===== src/rtl/exp_arbiter.sv =====
// Packet-granular round-robin arbiter that shares one exp unit between NUM_PORTS
// streams and routes each result back with the id of the port that sent it.
//
//   state | meaning
//   IDLE  | no owner; pick the next requester after last_grant, all s_tready low
//   BUSY  | grant owns the exp unit until its tlast (or a forced release) is accepted
module exp_arbiter #(
  parameter int DATA_WIDTH  = 16,
  parameter int NUM_PORTS   = 4,
  parameter int EXP_LATENCY = 1,
  parameter int MAX_BEATS   = 1024
) (
  input  logic                            clk,
  input  logic                            rst,
  input  logic [NUM_PORTS*DATA_WIDTH-1:0] s_tdata,
  input  logic [NUM_PORTS-1:0]            s_tvalid,
  input  logic [NUM_PORTS-1:0]            s_tlast,
  output logic [NUM_PORTS-1:0]            s_tready,
  output logic [DATA_WIDTH-1:0]           exp_in_tdata,
  output logic                            exp_in_tvalid,
  output logic                            exp_in_tlast,
  input  logic [DATA_WIDTH-1:0]           exp_out_tdata,
  input  logic                            exp_out_tvalid,
  input  logic                            exp_out_tlast,
  output logic [DATA_WIDTH-1:0]           m_tdata,
  output logic                            m_tvalid,
  output logic                            m_tlast,
  output logic [$clog2(NUM_PORTS)-1:0]    m_tdest,
  output logic                            overrun_err
);

  localparam int GW = $clog2(NUM_PORTS);
  localparam int CW = $clog2(MAX_BEATS + 1);

  typedef enum logic {IDLE, BUSY} state_t;

  state_t                  state_q, state_d;
  logic [GW-1:0]           grant_q, grant_d;
  logic [GW-1:0]           last_grant_q, last_grant_d;
  logic [CW-1:0]           beat_cnt_q, beat_cnt_d;
  logic [NUM_PORTS-1:0]    s_tready_q, s_tready_d;
  logic                    overrun_q, overrun_d;
  logic [DATA_WIDTH-1:0]   exp_in_tdata_q, exp_in_tdata_d;
  logic                    exp_in_tvalid_q, exp_in_tvalid_d;
  logic                    exp_in_tlast_q, exp_in_tlast_d;
  logic [GW-1:0]           exp_in_tag_q, exp_in_tag_d;
  logic [GW-1:0]           tag_pipe_q [EXP_LATENCY];
  logic [GW-1:0]           tag_pipe_d [EXP_LATENCY];
  logic [DATA_WIDTH-1:0]   m_tdata_q, m_tdata_d;
  logic                    m_tvalid_q, m_tvalid_d;
  logic                    m_tlast_q, m_tlast_d;
  logic [GW-1:0]           m_tdest_q, m_tdest_d;

  logic [GW-1:0]           pick;
  logic                    any_req;
  logic [DATA_WIDTH-1:0]   sel_data;
  logic                    sel_valid;
  logic                    sel_last;
  logic                    accept;
  logic                    forced;
  logic                    pkt_end;

  // Walk from farthest to nearest so the nearest requester after last_grant wins.
  always_comb begin
    pick    = last_grant_q;
    any_req = |s_tvalid;
    for (int k = NUM_PORTS; k >= 1; k--) begin
      if (s_tvalid[(int'(last_grant_q) + k) % NUM_PORTS]) begin
        pick = GW'((int'(last_grant_q) + k) % NUM_PORTS);
      end
    end
  end

  always_comb begin
    sel_data  = s_tdata[int'(grant_q)*DATA_WIDTH +: DATA_WIDTH];
    sel_valid = s_tvalid[grant_q];
    sel_last  = s_tlast[grant_q];
    accept    = (state_q == BUSY) && s_tready_q[grant_q] && sel_valid;
    forced    = accept && !sel_last && (beat_cnt_q == CW'(MAX_BEATS - 1));
    pkt_end   = accept && (sel_last || forced);
  end

  always_comb begin
    state_d      = state_q;
    grant_d      = grant_q;
    last_grant_d = last_grant_q;
    beat_cnt_d   = beat_cnt_q;
    s_tready_d   = s_tready_q;
    overrun_d    = overrun_q | forced;

    case (state_q)
      IDLE: begin
        if (any_req) begin
          state_d    = BUSY;
          grant_d    = pick;
          beat_cnt_d = '0;
          s_tready_d = {{(NUM_PORTS-1){1'b0}}, 1'b1} << pick;
        end
      end
      BUSY: begin
        if (accept) begin
          beat_cnt_d = beat_cnt_q + CW'(1);
        end
        if (pkt_end) begin
          state_d      = IDLE;
          last_grant_d = grant_q;
          s_tready_d   = '0;
        end
      end
      default: begin
        state_d    = IDLE;
        s_tready_d = '0;
      end
    endcase
  end

  // A forced release still marks the beat as tlast so the exp unit sees a closed packet.
  always_comb begin
    exp_in_tvalid_d = accept;
    exp_in_tlast_d  = pkt_end;
    exp_in_tdata_d  = accept ? sel_data : exp_in_tdata_q;
    exp_in_tag_d    = accept ? grant_q  : exp_in_tag_q;

    tag_pipe_d[0] = exp_in_tag_q;
    for (int i = 1; i < EXP_LATENCY; i++) begin
      tag_pipe_d[i] = tag_pipe_q[i-1];
    end

    m_tvalid_d = exp_out_tvalid;
    m_tlast_d  = exp_out_tvalid & exp_out_tlast;
    m_tdata_d  = exp_out_tvalid ? exp_out_tdata : m_tdata_q;
    m_tdest_d  = exp_out_tvalid ? tag_pipe_q[EXP_LATENCY-1] : m_tdest_q;
  end

  always_ff @(posedge clk) begin
    if (rst) begin
      state_q         <= IDLE;
      grant_q         <= '0;
      last_grant_q    <= GW'(NUM_PORTS - 1);
      beat_cnt_q      <= '0;
      s_tready_q      <= '0;
      overrun_q       <= 1'b0;
      exp_in_tdata_q  <= '0;
      exp_in_tvalid_q <= 1'b0;
      exp_in_tlast_q  <= 1'b0;
      exp_in_tag_q    <= '0;
      for (int i = 0; i < EXP_LATENCY; i++) begin
        tag_pipe_q[i] <= '0;
      end
      m_tdata_q       <= '0;
      m_tvalid_q      <= 1'b0;
      m_tlast_q       <= 1'b0;
      m_tdest_q       <= '0;
    end else begin
      state_q         <= state_d;
      grant_q         <= grant_d;
      last_grant_q    <= last_grant_d;
      beat_cnt_q      <= beat_cnt_d;
      s_tready_q      <= s_tready_d;
      overrun_q       <= overrun_d;
      exp_in_tdata_q  <= exp_in_tdata_d;
      exp_in_tvalid_q <= exp_in_tvalid_d;
      exp_in_tlast_q  <= exp_in_tlast_d;
      exp_in_tag_q    <= exp_in_tag_d;
      for (int i = 0; i < EXP_LATENCY; i++) begin
        tag_pipe_q[i] <= tag_pipe_d[i];
      end
      m_tdata_q       <= m_tdata_d;
      m_tvalid_q      <= m_tvalid_d;
      m_tlast_q       <= m_tlast_d;
      m_tdest_q       <= m_tdest_d;
    end
  end

  assign s_tready      = s_tready_q;
  assign exp_in_tdata  = exp_in_tdata_q;
  assign exp_in_tvalid = exp_in_tvalid_q;
  assign exp_in_tlast  = exp_in_tlast_q;
  assign m_tdata       = m_tdata_q;
  assign m_tvalid      = m_tvalid_q;
  assign m_tlast       = m_tlast_q;
  assign m_tdest       = m_tdest_q;
  assign overrun_err   = overrun_q;

endmodule


===== config.mk =====
export PLATFORM = sky130hd
export DESIGN_NAME = exp_arbiter
export DESIGN_NICKNAME = d
export VERILOG_FILES = /design/src/rtl/exp_arbiter.sv
export SDC_FILE = /design/constraint.sdc
export NUM_CORES = 1
export LEC_CHECK = 0
export ABC_CLOCK_PERIOD_IN_PS = 2100
export CORE_ASPECT_RATIO = 0.9
export CORE_MARGIN = 2
export CORE_UTILIZATION = 40
export DETAILED_ROUTE_END_ITERATION = 8
export PLACE_DENSITY_LB_ADDON = 0.1
export RECOVER_POWER = 100
export SYNTH_ARGS = -nofsm -noshare
export SYNTH_HDL_FRONTEND = slang
export SYNTH_SLANG_ARGS = --single-unit

===== constraint.sdc =====
create_clock -name clk -period 2.1 [get_ports clk]
set_input_delay 0.42 -clock clk [delete_from_list [all_inputs] [get_ports clk]]
set_output_delay 0.42 -clock clk [all_outputs]
set_load 0.01 [all_outputs]

# [Word-level counts from Yosys, hierarchy flattened]
# Memories as Yosys holds them, arrays and structs flattened. A register that Yosys moved wholly into a read port is not among the register bits.
# Cells that the tools add are included.
[classes] add_sub_neg=5 n_mul=0 div=0 n_lt_le_gt_ge=5 n_eq_ne=4 shifts=2 muxes=36 bitwise_logic=7 n_reduce_logical=17
[op_table] op="64-bit by 7-bit variable part select with 16-bit output" count=1
[op_table] op="11-bit 2-to-1 mux" count=2
[op_table] op="11-bit case mux with 2 select lines" count=1
[op_table] op="1-bit 2-to-1 mux" count=17
[op_table] op="3-bit by 4-bit < comparator with 1-bit output, second input constant" count=4
[op_table] op="1-bit binary-select mux with 2-bit select" count=7
[op_table] op="11-bit by 1-bit adder with 11-bit output, second input constant" count=1
[op_table] op="11-bit by 10-bit equality test with 1-bit output, second input constant" count=1
[op_table] op="2-bit 2-to-1 mux" count=5
[op_table] op="2-bit OR reduction" count=5
[op_table] op="4-bit 2-to-1 mux" count=2
[op_table] op="4-bit case mux with 2 select lines" count=1
[op_table] op="2-bit AND reduction" count=4
[op_table] op="1-bit logical AND" count=5
[op_table] op="2-bit by 1-bit adder with 2-bit output, second input constant" count=2
[op_table] op="2-bit adder, second input constant" count=2
[op_table] op="1-bit bitwise AND, first input constant" count=4
[op_table] op="2-bit by 1-bit != test with 1-bit output, second input constant" count=2
[op_table] op="4-bit OR reduction" count=1
[op_table] op="1-bit by 2-bit left shift with 4-bit output, first input constant" count=1
[op_table] op="2-bit by 3-bit < comparator with 1-bit output, second input constant" count=1
[op_table] op="2-bit != test, second input constant" count=1
[op_table] op="1-bit case mux with 2 select lines" count=1
[op_table] op="1-bit bitwise AND" count=1
[op_table] op="4 further kinds" count=4
[word_totals] reg_bits=59 latch_bits=0 mem_bits_rw=2 rom_bits=0 input_bits=92 output_inout_bits=43 wordCells=90 mem_count=1
[memory_table] name="tag_pipe_q" words=1 word_bits=2 rd=1 rd_clocked_by_memory_dff=1 wr=1 line="47" text="logic [GW-1:0] tag_pipe_q [EXP_LATENCY];"

# [Longest topological paths before layout]
# Gate-level depths: netlist (run 1).
[logic_depth] ltp_word=13 ltp_mapped=7

# [Least setup slack after synthesis (run 1)]
# OpenSTA, ideal clock, no wires.
[synth_path] path_kind="input -> register" start="input s_tvalid[3]" end="register beat_cnt_q[5]" setup_time_ns=0.136 t_arrival_ns=1.724 setup_slack_ns=0.240 stages=6 n_path_buf=2 cell_sequence="buf_4 > nand2_1 > mux4_2 > clkbuf_1 > o41ai_1 > a21oi_1"
[synth_via] elab_chain_len=5 word_cells_on_any_way=7
[synth_rtl] item="start, declared" line="16" text="input logic [NUM_PORTS-1:0] s_tvalid,"
[synth_rtl] item="1-bit binary-select mux with 2-bit select" line="76" text="sel_valid = s_tvalid[grant_q];"
[synth_rtl] item="1-bit 2-to-1 mux (implied by the code)" line="76"
[synth_rtl] item="1-bit logical AND" line="78" text="accept = (state_q == BUSY) && s_tready_q[grant_q] && sel_valid;"
[synth_rtl] item="2-bit by 1-bit != test with 1-bit output (no line)"
[synth_rtl] item="2-bit AND reduction (no line) *"
[synth_rtl] item="end signal, assigned" line="158" text="beat_cnt_q <= beat_cnt_d;"
[synth_rtl] item="end, declared" line="40" text="logic [CW-1:0] beat_cnt_q, beat_cnt_d;"
# Every way passes the cells marked *; elsewhere a longest branch is shown, timed or not. The select of a mux whose other input is x is not followed.
# A chain may end at the register's enable or synchronous reset.

# [Worst setup path after layout (run 1)]
[layout_path] start="input s_tvalid[3]" end="register s_tready_q[1] (netlist: s_tready[1])"
[layout_via] elab_chain_len=10 word_cells_on_any_way=30
[layout_rtl] item="1-bit binary-select mux with 2-bit select" line="68" text="if (s_tvalid[(int'(last_grant_q) + k) % NUM_PORTS]) begin"
[layout_rtl] item="1-bit 2-to-1 mux (implied by the code) (2 in series)" line="68"
[layout_rtl] item="2-bit 2-to-1 mux (4 in series)" line="68"
[layout_rtl] item="1-bit by 2-bit left shift with 4-bit output" line="97" text="s_tready_d = {{(NUM_PORTS-1){1'b0}}, 1'b1} << pick;"
[layout_rtl] item="4-bit 2-to-1 mux" line="93" text="if (any_req) begin"
[layout_rtl] item="4-bit case mux with 2 select lines" line="91" text="case (state_q)"
[layout_rtl] item="end signal, assigned" line="159" text="s_tready_q <= s_tready_d;"
[layout_rtl] item="end, declared" line="41" text="logic [NUM_PORTS-1:0] s_tready_q, s_tready_d;"
# Several ways; a longest one is shown, not always the timed one. The select of a mux whose other input is x is not followed.

==> flow_summary.ini, run 1 <==
[status]
outcome = finished, violations left
failed_checks = setup timing

[route]
remaining_drc_errors = 0
route.antenna.remaining_nets = 0
routedWlPerCell_um = 16.7
viasPerCell = 5.59
dr.first_iter.drc_count = 176
drt-pass1-iter-count = 4
route.vias.total = 3233
routed_wl_um = 9650

[sta]
fin_ws_ps = -39.3
rsz0062_at_grt = true
final_hold_violation_count = 0
max_frequency_mhz = 467
finalSetupViolCount = 1
clock-skew-final_ps = 7.60
worst_slew_margin_rel = 0.212
whs_ps = 414
worst_slew_pin_slew_ps = 1180
timing.final.max_slew_violations = 0
fin_crit_sh = 1.02
min_period_ps = 2140

[pwr]
power_frac_clock = 0.408
power.leakage_nw = 1.91
switching_share = 0.241
power_switching_uw = 714
share_seq_of_total_power = 0.421
share_comb_of_total_power = 0.171
powerDensity_nw_per_um2 = 590
peakVddDrop_uv = 378
power_report.internal_total_mw = 2.25
finalPower_mw = 2.96

[synth]
synth.cell_area_sq_um = 3160
synth.yosys.warnings = 0
async_reset_ff_frac = 0
yosys-top-cells-area = sky130_fd_sc_hd__dfxtp_1 40%, sky130_fd_sc_hd__mux4_2 14%, sky130_fd_sc_hd__mux2i_1 7.0%
postSynthNetCount = 418
most_instantiated_flip_flop_cell_in_the_synthesis_netlist = sky130_fd_sc_hd__dfxtp_1
register_bit_total_from_synthesis = 63
synthCells = 325
netlist.top_cell.by_area = sky130_fd_sc_hd__dfxtp_1
yosys.area.top_type_share = 0.400
yosys.cell_count.top_type = sky130_fd_sc_hd__dfxtp_1
seq_area_frac_synth = 0.400
synth_common_cells = 63 x sky130_fd_sc_hd__dfxtp_1, 32 x sky130_fd_sc_hd__a21oi_1, 26 x sky130_fd_sc_hd__nand3_1
syn_area_per_cell_sq_um = 9.71
synth_edf_count = 0
yosys.cell_types.count = 44

[clock_network]
clock_tree.root_cell = sky130_fd_sc_hd__clkbuf_8
cts_buffer_depth = 2
cts.reportedPaths.clkPinSlew_ps = 70
tritoncts = yes
cts.sink_count = 63
number_of_setup_buffers_added_after_cts = 0
tritoncts.num_buffers = 9
ctsHtreeMaxLevel = 3
worstSkewPairLatency_ps = 350
cts_repair_resize_count = 0
cts_hold_buf = 0

[global_route]
globalRoute.totalOverflow = 0
number_of_global_route_vias_before_repair = 3078
grt_max_degree = 28
antenna_found_initial = 0
grt_pass1_wl_um = 14600
grt_use_total = 0.211

[run]
max_cap_viol_count = 0

[cells_and_area]
synthToLayoutAreaGrowth_pct = 59.0
nFillCells = 627
antenna-diode-count = 0
seq_area_sq_um = 1260
utilization_after_layout = 0.662
design.final.nets = 570
multi_input_gate_area_sq_um = 1810
final_layout_size_suffix_gt1_frac = 0.158
finalInstanceArea_sq_um = 5020

[floorplan]
horizontal_die_dimension_um = 97.6
initial_utilization = 0.416
die-height_um = 88.3
row_count = 30
number_of_top_level_pins = 135
design.die.area_sq_um = 8620
placeableCoreArea_sq_um = 7580

[worst_hold_path]
hold_path_class = primary input to register
min_delay_path_depth = 3
worst_hold_startpoint = rst
min_delay_worst_endpoint = last_grant_q[0]$_SDFFE_PP1P_

[worst_setup_path]
critPathLaunchType = primary input
r2r-end = s_tready[1]$_SDFFE_PP0P_
reg2reg_slack_ps = 30
crit_chain = clkdlybuf4s50_1 > nand2_1 > mux4_2 > buf_4 > o311ai_0 > o31ai_1
critical_path_maximum_fanout = 6
reg2reg_depth = 5
timing.rr.start = s_tready[0]$_SDFFE_PP0P_
timing_worst_setup_path_type = primary input to register
cp_data_required_time_ps = 2320
end_kind = register
slowest_stage = sky130_fd_sc_hd__mux4_2
worst_path_largest_cell_delay_ps = 590
worst-endpoint-arrival_ps = 2360

[place]
placedInstanceArea_sq_um = 4740
io_buffer_count = 134
detailedPlacementHpwl_um = 7010
finalWeightedCongestion = 0.863
## routing by layer
| layer | global-route usage | part of all wire | vias to the layer above |
|---|---|---|---|
| li1 | - | - | 1545 |
| met1 | 0.247 | 0.40 | 1526 |
| met2 | 0.376 | 0.50 | 148 |
| met3 | 0.0624 | 0.086 | 14 |
| met4 | 0.0720 | 0.014 | 0 |
| met5 | 0 | 0 | - |
## area by class of cell
type,instances,area share
well taps,96,0.0239
inverters,5,0.00374
clock buffers,10,0.0274
multi-input cells,230,0.360
flip-flops and latches,63,0.252
clock inverters,6,0.0185
repair buffers,168,0.315
## through the flow
stage | TNS, ps | std cells | setup slack [ps]
6_report | -39.3 | 578 | -39.3
5_1_grt | -68.3 | 578 | -50.8
3_3_place_gp | -3050 | 561 | -235
3_5_place_dp | -3890 | 561 | -333
4_1_cts | 0 | 577 | 1.66
2_1_floorplan | 0 | 325 | 240
## state kept, by name (all words and copies together), names as in the netlist
name	flops
beat_cnt_q	11
exp_in_tag_q	2
exp_in_tdata	16
exp_in_tlast	1
exp_in_tvalid	1
grant_q	2
last_grant_q	2
m_tdata	16
m_tdest	2
m_tlast	1
m_tvalid	1
overrun_err	1
s_tready	4
state_q	1
tag_pipe_q	2
## worst max-delay path by stage
stage / startpoint / end / cells past startpoint
final: s_tvalid[3] / s_tready[1]$_SDFFE_PP0P_ / 6
after global routing: s_tvalid[3] / s_tready[1]$_SDFFE_PP0P_ / 6
after CTS: s_tvalid[3] / s_tready[3]$_SDFFE_PP0P_ / 6
after detailed placement: s_tvalid[3] / s_tready[2]$_SDFFE_PP0P_ / 6
after global placement: s_tvalid[3] / beat_cnt_q[8]$_SDFFE_PP0P_ / 5
after floorplan: s_tvalid[3] / beat_cnt_q[5]$_SDFFE_PP0P_ / 6
## power groups by stage
stage / sequential, mW / combinational (mW) / clock (mW)
2_1_floorplan: 1.28 / 0.212 / 0
3_3_place_gp: 1.27 / 0.505 / 0
3_5_place_dp: 1.28 / 0.513 / 0
4_1_cts: 1.25 / 0.515 / 1.23
5_1_grt: 1.25 / 0.542 / 1.27
6_report: 1.25 / 0.507 / 1.21
## worst max-delay path, delay by kind of cell
family	cells	cell delay (ps)
compound gates	2	530
simple gates	1	120
mux	1	590
buf+inv	2	690
## cell families (layout without fill, tap and decap cells)
group | Yosys count | in the layout | share of synthesized area
AND/OR/NAND/NOR | 100 | 100 | 0.167
AO/OA/AOI/OAI | 87 | 87 | 0.179
flip-flops | 63 | 63 | 0.400
multiplexers | 41 | 42 | 0.205
buffers and inverters | 33 | 189 | 0.0448
adder cells (fa/ha/maj) | 1 | 1 | 0.00396
## cell usage in the layout (no fill, tap or decap), types with 4 or more instances in the layout
master                            instances
sky130_fd_sc_hd__nand4_1                  5
sky130_fd_sc_hd__nand2_1                 10
sky130_fd_sc_hd__o21ai_0                 20
sky130_fd_sc_hd__a31oi_1                  4
sky130_fd_sc_hd__dfxtp_1                 62
sky130_fd_sc_hd__nand3_1                 26
sky130_fd_sc_hd__mux2i_1                 22
sky130_fd_sc_hd__mux4_2                  19
sky130_fd_sc_hd__clkdlybuf4s50_1         89
sky130_fd_sc_hd__clkbuf_8                10
sky130_fd_sc_hd__nor2b_1                  7
sky130_fd_sc_hd__inv_1                    5
sky130_fd_sc_hd__nor2_1                  24
sky130_fd_sc_hd__a21oi_1                 32
sky130_fd_sc_hd__o31ai_1                  7
sky130_fd_sc_hd__dlygate4sd3_1           44
sky130_fd_sc_hd__a211o_1                  4
sky130_fd_sc_hd__or4_1                    4
sky130_fd_sc_hd__buf_4                   28
(Power assumes the default switching activity.)
==> run 2: changes to the inputs <==
Settings changed: PLACE_DENSITY set to 0.76, PLACE_DENSITY_LB_ADDON 0.1 to unset.
==> run 2 against run 1 <==
Compared with the run above: the flow now finishes without violations; non-clock buffer count increased by 1; clock power decreased by 14%; highest routed layer unchanged; largest power group unchanged; sequential power about the same; hold slack got worse by 15 ps; setup slack improved by 140 ps; sequential share of layout area increased by 0.40 points; global-route usage increased by 0.62 points; power decreased by 5.8%; fmax increased by 7.1%.
==> flow_summary.ini, run 2 (synthesis gave the netlist of run 1 again) <==
[global_route]
grt_use_total = 0.217
antenna_found_initial = 0
number_of_global_route_vias_before_repair = 3048
grt_pass1_wl_um = 14800
globalRoute.totalOverflow = 0
grt_max_degree = 32

[sta]
clock-skew-final_ps = 5.67
worst_slew_pin_slew_ps = 1410
rsz0062_at_grt = false
timing.final.max_slew_violations = 0
worst_slew_margin_rel = 0.0623
finalSetupViolCount = 0
max_frequency_mhz = 501
final_hold_violation_count = 0
fin_crit_sh = 0.951
fin_ws_ps = 103
min_period_ps = 2000

[clock_network]
cts_buffer_depth = 2
tritoncts = yes
cts.reportedPaths.clkPinSlew_ps = 70
clock_tree.root_cell = sky130_fd_sc_hd__clkbuf_8
ctsHtreeMaxLevel = 3
tritoncts.num_buffers = 9
cts_hold_buf = 0
cts.sink_count = 63
worstSkewPairLatency_ps = 340
number_of_setup_buffers_added_after_cts = 0

[floorplan]
placeableCoreArea_sq_um = 7580
row_count = 30
number_of_top_level_pins = 135
initial_utilization = 0.416
die-height_um = 88.3
horizontal_die_dimension_um = 97.6
design.die.area_sq_um = 8620

[route]
met1_length_um = 4000
remaining_drc_errors = 0
routed_wl_um = 9470
routedWlPerCell_um = 16.4
route.met2.wl_um = 4520
top_layer_in_use = met4
route.antenna.remaining_nets = 0
route.vias.total = 3217
drt-pass1-iter-count = 4
met3_wirelength_um = 738
viasPerCell = 5.57
dr.first_iter.drc_count = 115

[worst_setup_path]
worst-endpoint-arrival_ps = 2270
slowest_stage = sky130_fd_sc_hd__mux4_2
reg2reg_slack_ps = 180
timing_worst_setup_path_type = primary input to register
worst_path_largest_cell_delay_ps = 590
worstPathBufferInverterCount = 2
end_kind = register
critPathLaunchType = primary input
critical_path_maximum_fanout = 8
worst_path_dominant_cell_family = buffers and inverters
crit_chain = clkdlybuf4s50_1 > nand2_1 > mux4_2 > clkbuf_1 > or4_1 > a21oi_1
cp_data_required_time_ps = 2370

[place]
pre_cts_slack_ps = -383
dp_cells = 562
detailedPlacementHpwl_um = 7150
finalWeightedCongestion = 0.859
placedInstanceArea_sq_um = 4750
io_buffer_count = 134

[cells_and_area]
finalInstanceArea_sq_um = 4930
synthToLayoutAreaGrowth_pct = 56.4
mostFrequentLayoutCell = sky130_fd_sc_hd__clkdlybuf4s50_1
most-common-layout-cells = 88 x sky130_fd_sc_hd__clkdlybuf4s50_1, 63 x sky130_fd_sc_hd__dfxtp_1, 43 x sky130_fd_sc_hd__dlygate4sd3_1
antenna-diode-count = 0
nFillCells = 616
finish.cell_count_without_fillers = 578
design.final.nets = 570
final_layout_size_suffix_gt1_frac = 0.154

[status]
outcome = finished, final reports clean

[pwr]
finalPower_mw = 2.79
powerDensity_nw_per_um2 = 565
power.leakage_nw = 1.91
peakVddDrop_uv = 323

[run]
max_cap_viol_count = 0

[worst_hold_path]
hold_path_class = primary input to register
run 2: metal layers:
metal,global-route usage,vias to the layer above
met1,0.271,1506
met5,0,-
li1,-,1552
met4,0.0972,0
met3,0.0553,19
met2,0.361,140
run 2: worst paths after layout:
path	from	end	cells after the start
hold / removal	rst	last_grant_q[0]$_SDFFE_PP1P_	3
hold reg to reg	exp_in_tdata[8]$_SDFFE_PP0P_	exp_in_tdata[8]$_SDFFE_PP0P_	2
setup reg to reg	grant_q[0]$_SDFFE_PP0P_	s_tready[3]$_SDFFE_PP0P_	5
setup / recovery	s_tvalid[3]	beat_cnt_q[2]$_SDFFE_PP0P_	6
run 2: timing repair:
action                                  4_1_cts  5_1_grt
pin swaps                                     0        0
endpoints found under the setup margin        1        4
resized for setup                             1        4
gates cloned                                  0        0
run 2: tightest hold or removal path, cell delays in order:
cell and delay, ps:
sky130_fd_sc_hd__buf_2 90, sky130_fd_sc_hd__inv_1 100, sky130_fd_sc_hd__o21ai_0 90
run 2: per-stage QoR:
stage / setup TNS [ps] / utilization / hold WS [ps]
after detailed placement: -6130 / 0.627 / 461
after global routing: 0 / 0.651 / 409
after floorplan: 0 / - / 438
after CTS: 0 / 0.653 / 382
final: 0 / 0.651 / 399
after global placement: -5390 / 0.627 / 452
run 2: area by class of cell:
class	instances	area [sq um]	share of cell area
Multi-Input combinational cell	229	1750	0.355
Clock buffer	9	124	0.0251
Timing Repair Buffer	169	1580	0.321
Clock inverter	7	73.8	0.0150
Inverter	5	18.8	0.00380
Tap cell	96	120	0.0243
Sequential cell	63	1260	0.256
run 2: where the power goes:
part	internal (mW)	total (mW)	switching, mW
registers	1.23	1.25	0.0237
clock network	0.549	1.04	0.496
logic	0.314	0.495	0.181
total	2.09	2.79	0.700
==> run 3: changes to the inputs <==
Settings changed: CTS_BUF_LIST set to sky130_fd_sc_hd__clkbuf_8.
==> results of run 3 <==
Same layout as run 2: the final DEF is identical, and so are final timing and power.
==> RTL change 1: new RTL, config.mk and constraints of run 1 <==
Make the reset (`rst`) asynchronous in one clocked block.
--- a/src/rtl/exp_arbiter.sv
+++ b/src/rtl/exp_arbiter.sv
@@ -132,7 +132,7 @@
     m_tdest_d  = exp_out_tvalid ? tag_pipe_q[EXP_LATENCY-1] : m_tdest_q;
   end
 
-  always_ff @(posedge clk) begin
+  always_ff @(posedge clk or posedge rst) begin
     if (rst) begin
       state_q         <= IDLE;
       grant_q         <= '0;
Function: differs if rst is asserted again (counterexample within 4 cycles, from zero or initial values and one cycle with rst high); with rst held inactive, the same outputs for 4 cycles.
==> RTL change 1 against run 1 <==
Sequential cell count unchanged; sequential share of layout area increased by 7.4 points; critical path depth did not move; critical endpoint is now last_grant_q[1]; register-to-register slack gained 130 ps; worst setup slack better by 140 ps; design area shrank 3.5%; largest cell class is now sequential cells; synthesized area is 0.99% lower; count of clock-buffer cells in the layout up 3; final cell count is 13% lower; die area down 0.95%; routed wire length down 21%.
Power is not compared: it rests on default switching activity, and its combinational part moved more than twofold at a synthesized area within 25%.
==> RTL change 1: results (changes against run 1) <==
Setup crit start = s_tvalid[1]
Hold slack = 381 ps (-33.5 ps)
Startpoint of the worst register-to-register path = grant_q[1]
GPL Wtd Cong = 0.828 (-4.1%)
WP data arrival = 2260 ps (-100 ps)
HP Start = exp_in_tag_q[1]
Clock buffer count = 13 (+3)
CP Max Fanout = 8 (+2)
Non-clock buffer count = 155 (-7.7%)
Largest net degree at the start of global routing = 54 (+93%)
Iter 0 DRT Violations = 107 (-39%)
Post-synth top flop = dfrtp_1
Post-Synth Adder-Cell Area = 0.400% (+0.0040 points)
Gr usage total = 19.0% (-2.1 points)
Clk_skew = 3.99 ps (-3.61 ps)
Worst slew pin tran = 1010 ps (-172 ps)
Syn nets = 342 (-18%)
Multi-input combinational area share = 29.9% (-6.1 points)
First-pass GRT wire length = 13000 um (-11%)
Reg2Reg Setup Slack = 160 ps (+130 ps)
Placed Area = 4690 um^2 (-1.1%)
Via-to-Cell Ratio = 5.30 (-5.2%)
Min-delay worst type = reg2reg
Outcome = finished clean
Hold Path Depth = 0 (-3)
DR WL/cell = 15.3 um (-8.6%)
## RTL change 1: changes by cell type after synthesis, sizes merged, moves of 9 or more
cell,before,now
dfxtp,63,0
mux2,0,35
nand3,26,6
nor4,2,11
dfrtp,0,61
o21ai,21,5
nand2,10,22
nor2,24,4
a21oi,32,3
## RTL change 1: power breakdown
part / switching [mW] / internal (mW)
logic: 0.718 / 0.976
clock network: 0.438 / 0.490
registers: 0.168 / 1.50
total: 1.32 / 2.96
## RTL change 1: stage by stage
step           setup WS, ps  TNS, ps  power (mW)  instances  util (%)
2_1_floorplan           114        0        2.66        249         -
3_3_place_gp           -135    -3030        3.46        484      62.2
3_5_place_dp           -210    -4380        3.50        484      62.2
4_1_cts                 127        0        4.45        500      64.6
5_1_grt                29.7        0        4.56        500      64.2
6_report               97.2        0        4.29        500      64.2
## RTL change 1: per-layer routing
metal	GRT usage [%]	vias up	routed length [um]
li1	-	1259	-
met1	23.4	1293	3300
met2	32.7	87	3720
met3	5.51	12	485
met4	6.27	0	120
met5	0	-	0
==> RTL change 2: new RTL, settings of run 1 <==
Without the edit above. The parameter `DATA_WIDTH` goes from 16 to 24.
--- a/src/rtl/exp_arbiter.sv
+++ b/src/rtl/exp_arbiter.sv
@@ -5,7 +5,7 @@
 //   IDLE  | no owner; pick the next requester after last_grant, all s_tready low
 //   BUSY  | grant owns the exp unit until its tlast (or a forced release) is accepted
 module exp_arbiter #(
-  parameter int DATA_WIDTH  = 16,
+  parameter int DATA_WIDTH  = 24,
   parameter int NUM_PORTS   = 4,
   parameter int EXP_LATENCY = 1,
   parameter int MAX_BEATS   = 1024
Interface: changed (resized exp_in_tdata, exp_out_tdata, m_tdata and s_tdata); port bits go from 135 to 191. The function was not compared with the original's and may differ.
==> RTL change 2 against run 1 <==
Count of clock-buffer cells in the layout down 1; design area up 27%; synthesized area up 24%; power up 23%; routed wire length up 20%; sequential cell count up 16; worst setup slack better by 210 ps; first-iteration DRC count up 14%; largest cell class is now non-clock buffers; highest routed layer unchanged.
==> RTL change 2: results (changes against run 1) <==
Nets = 738 (+29%)
GPL Wtd Cong = 0.843 (-2.3%)
Share of cells above drive strength 1 = 16.1% (+0.30 points)
Total number of vias = 3918 (+21%)
Syn nets = 535 (+28%)
WP data arrival = 2160 ps (-200 ps)
Post-CTS setup buffer count = 0 (unchanged)
Routed WL = 11600 um (+20%)
Rel. slew slack = 43.5% (+22 points)
Port Buf Inserts = 190 (+42%)
HPWL after DPL = 8930 um (+27%)
Worst path max stage delay = 560 ps (-30 ps)
Startpoint of the worst register-to-register path = grant_q[0]
HP Start = overrun_err
Outcome = finished clean
Post-synth top cells = dfxtp_1, mux2i_1, a21oi_1, nor2_1
1st-pass router iterations = 4 (unchanged)
Num CTS Buffers = 9 (unchanged)
Vias in the first global route = 3976 (+29%)
Largest net degree at the start of global routing = 33 (+18%)
LEAKAGE = 2.48 nW (+30%)
Clk_lat worst skew = 340 ps
Iter 0 DRT Violations = 200 (+14%)
Clk_skew = 9.55 ps (+1.95 ps)
Register area share after synthesis = 40.5% (+0.53 points)
First-pass GRT wire length = 19000 um (+30%)
Setup crit start = s_tvalid[0]
H-tree Lvls = 3 (unchanged)
Worst VDD drop = 377 uV (-0.21%)
Post-synth EDFFs = 0 (unchanged)
Largest cells by area after synthesis = dfxtp_1, mux2i_1, mux2_2
Root Driver = clkbuf_8
Worst-path clk slew = 90 ps (+20 ps)
Synth warnings = 0 (unchanged)
Final Hold Violating Endpoints = 0 (unchanged)
Ys async rst share = 0% (unchanged)
Gr usage total = 22.2% (+1.1 points)
Placed Area = 6170 um^2 (+30%)
Crit path kind = in2reg
Yosys cell types = 48 (+9.1%)
Diode count = 0 (unchanged)
CTS max path bufs = 2 (unchanged)
Worst path slowest cell = or4_1
Antenna violations before repair = 0 (unchanged)
Post-synth top flop = dfxtp_1
Cts repair resizes = 0 (unchanged)
CP Max Fanout = 8 (+2)
Min-delay worst type = reg2reg
RTL change 2: where the power goes:
part	switching, mW	total [mW]	internal [mW]
clock	0.558	1.23	0.671
combinational	0.321	0.822	0.501
sequential	0.0317	1.58	1.55
total	0.911	3.63	2.72
RTL change 2: cells by family (layout without fill, tap and decap cells):
| group | count (synthesis) | in the layout | share of synthesized area (%) |
|---|---|---|---|
| compound gates | 106 | 106 | 17.5 |
| buf+inv | 40 | 248 | 4.42 |
| fa+ha+maj | 1 | 1 | 0.320 |
| flops | 79 | 79 | 40.5 |
| simple gates | 105 | 105 | 14.6 |
| mux | 71 | 71 | 22.6 |
RTL change 2: final timing paths:
kind,endpoint,slack (ps),depth (start not counted)
max,s_tready[1],180,6
min,overrun_err,470,1
max reg2reg,s_tready[1],260,4
min reg2reg,overrun_err,470,1
RTL change 2: metal layers:
| metal | GRT usage [%] | wire length (um) |
|---|---|---|
| met1 | 27.2 | 4780 |
| met2 | 38.7 | 5600 |
| met3 | 5.07 | 956 |
| met4 | 6.31 | 263 |
| met5 | 0 | 0 |
RTL change 2: metrics by stage:
step	setup TNS [ps]	hold WS, ps	std cells	setup slack [ps]
global placement	-1670	450	720	-132
detailed placement	-2410	457	720	-163
finish	0	466	736	175
floorplan	0	430	402	386
CTS	0	469	736	182
global route	0	493	736	36.9
RTL change 2: layout make-up:
cell class	instances	area [um^2]
Fill cell	807	3220
Timing Repair Buffer	226	2230
Multi-Input combinational cell	283	2140
Sequential cell	79	1580
Tap cell	126	158
Clock buffer	9	124
Clock inverter	7	96.3
Inverter	6	22.5
RTL change 2: critical path, delay by kind of cell:
kind | cells | cell delay (ps)
AND/OR/NAND/NOR | 2 | 790
buffers and inverters | 2 | 650
AO/OA/AOI/OAI | 2 | 300
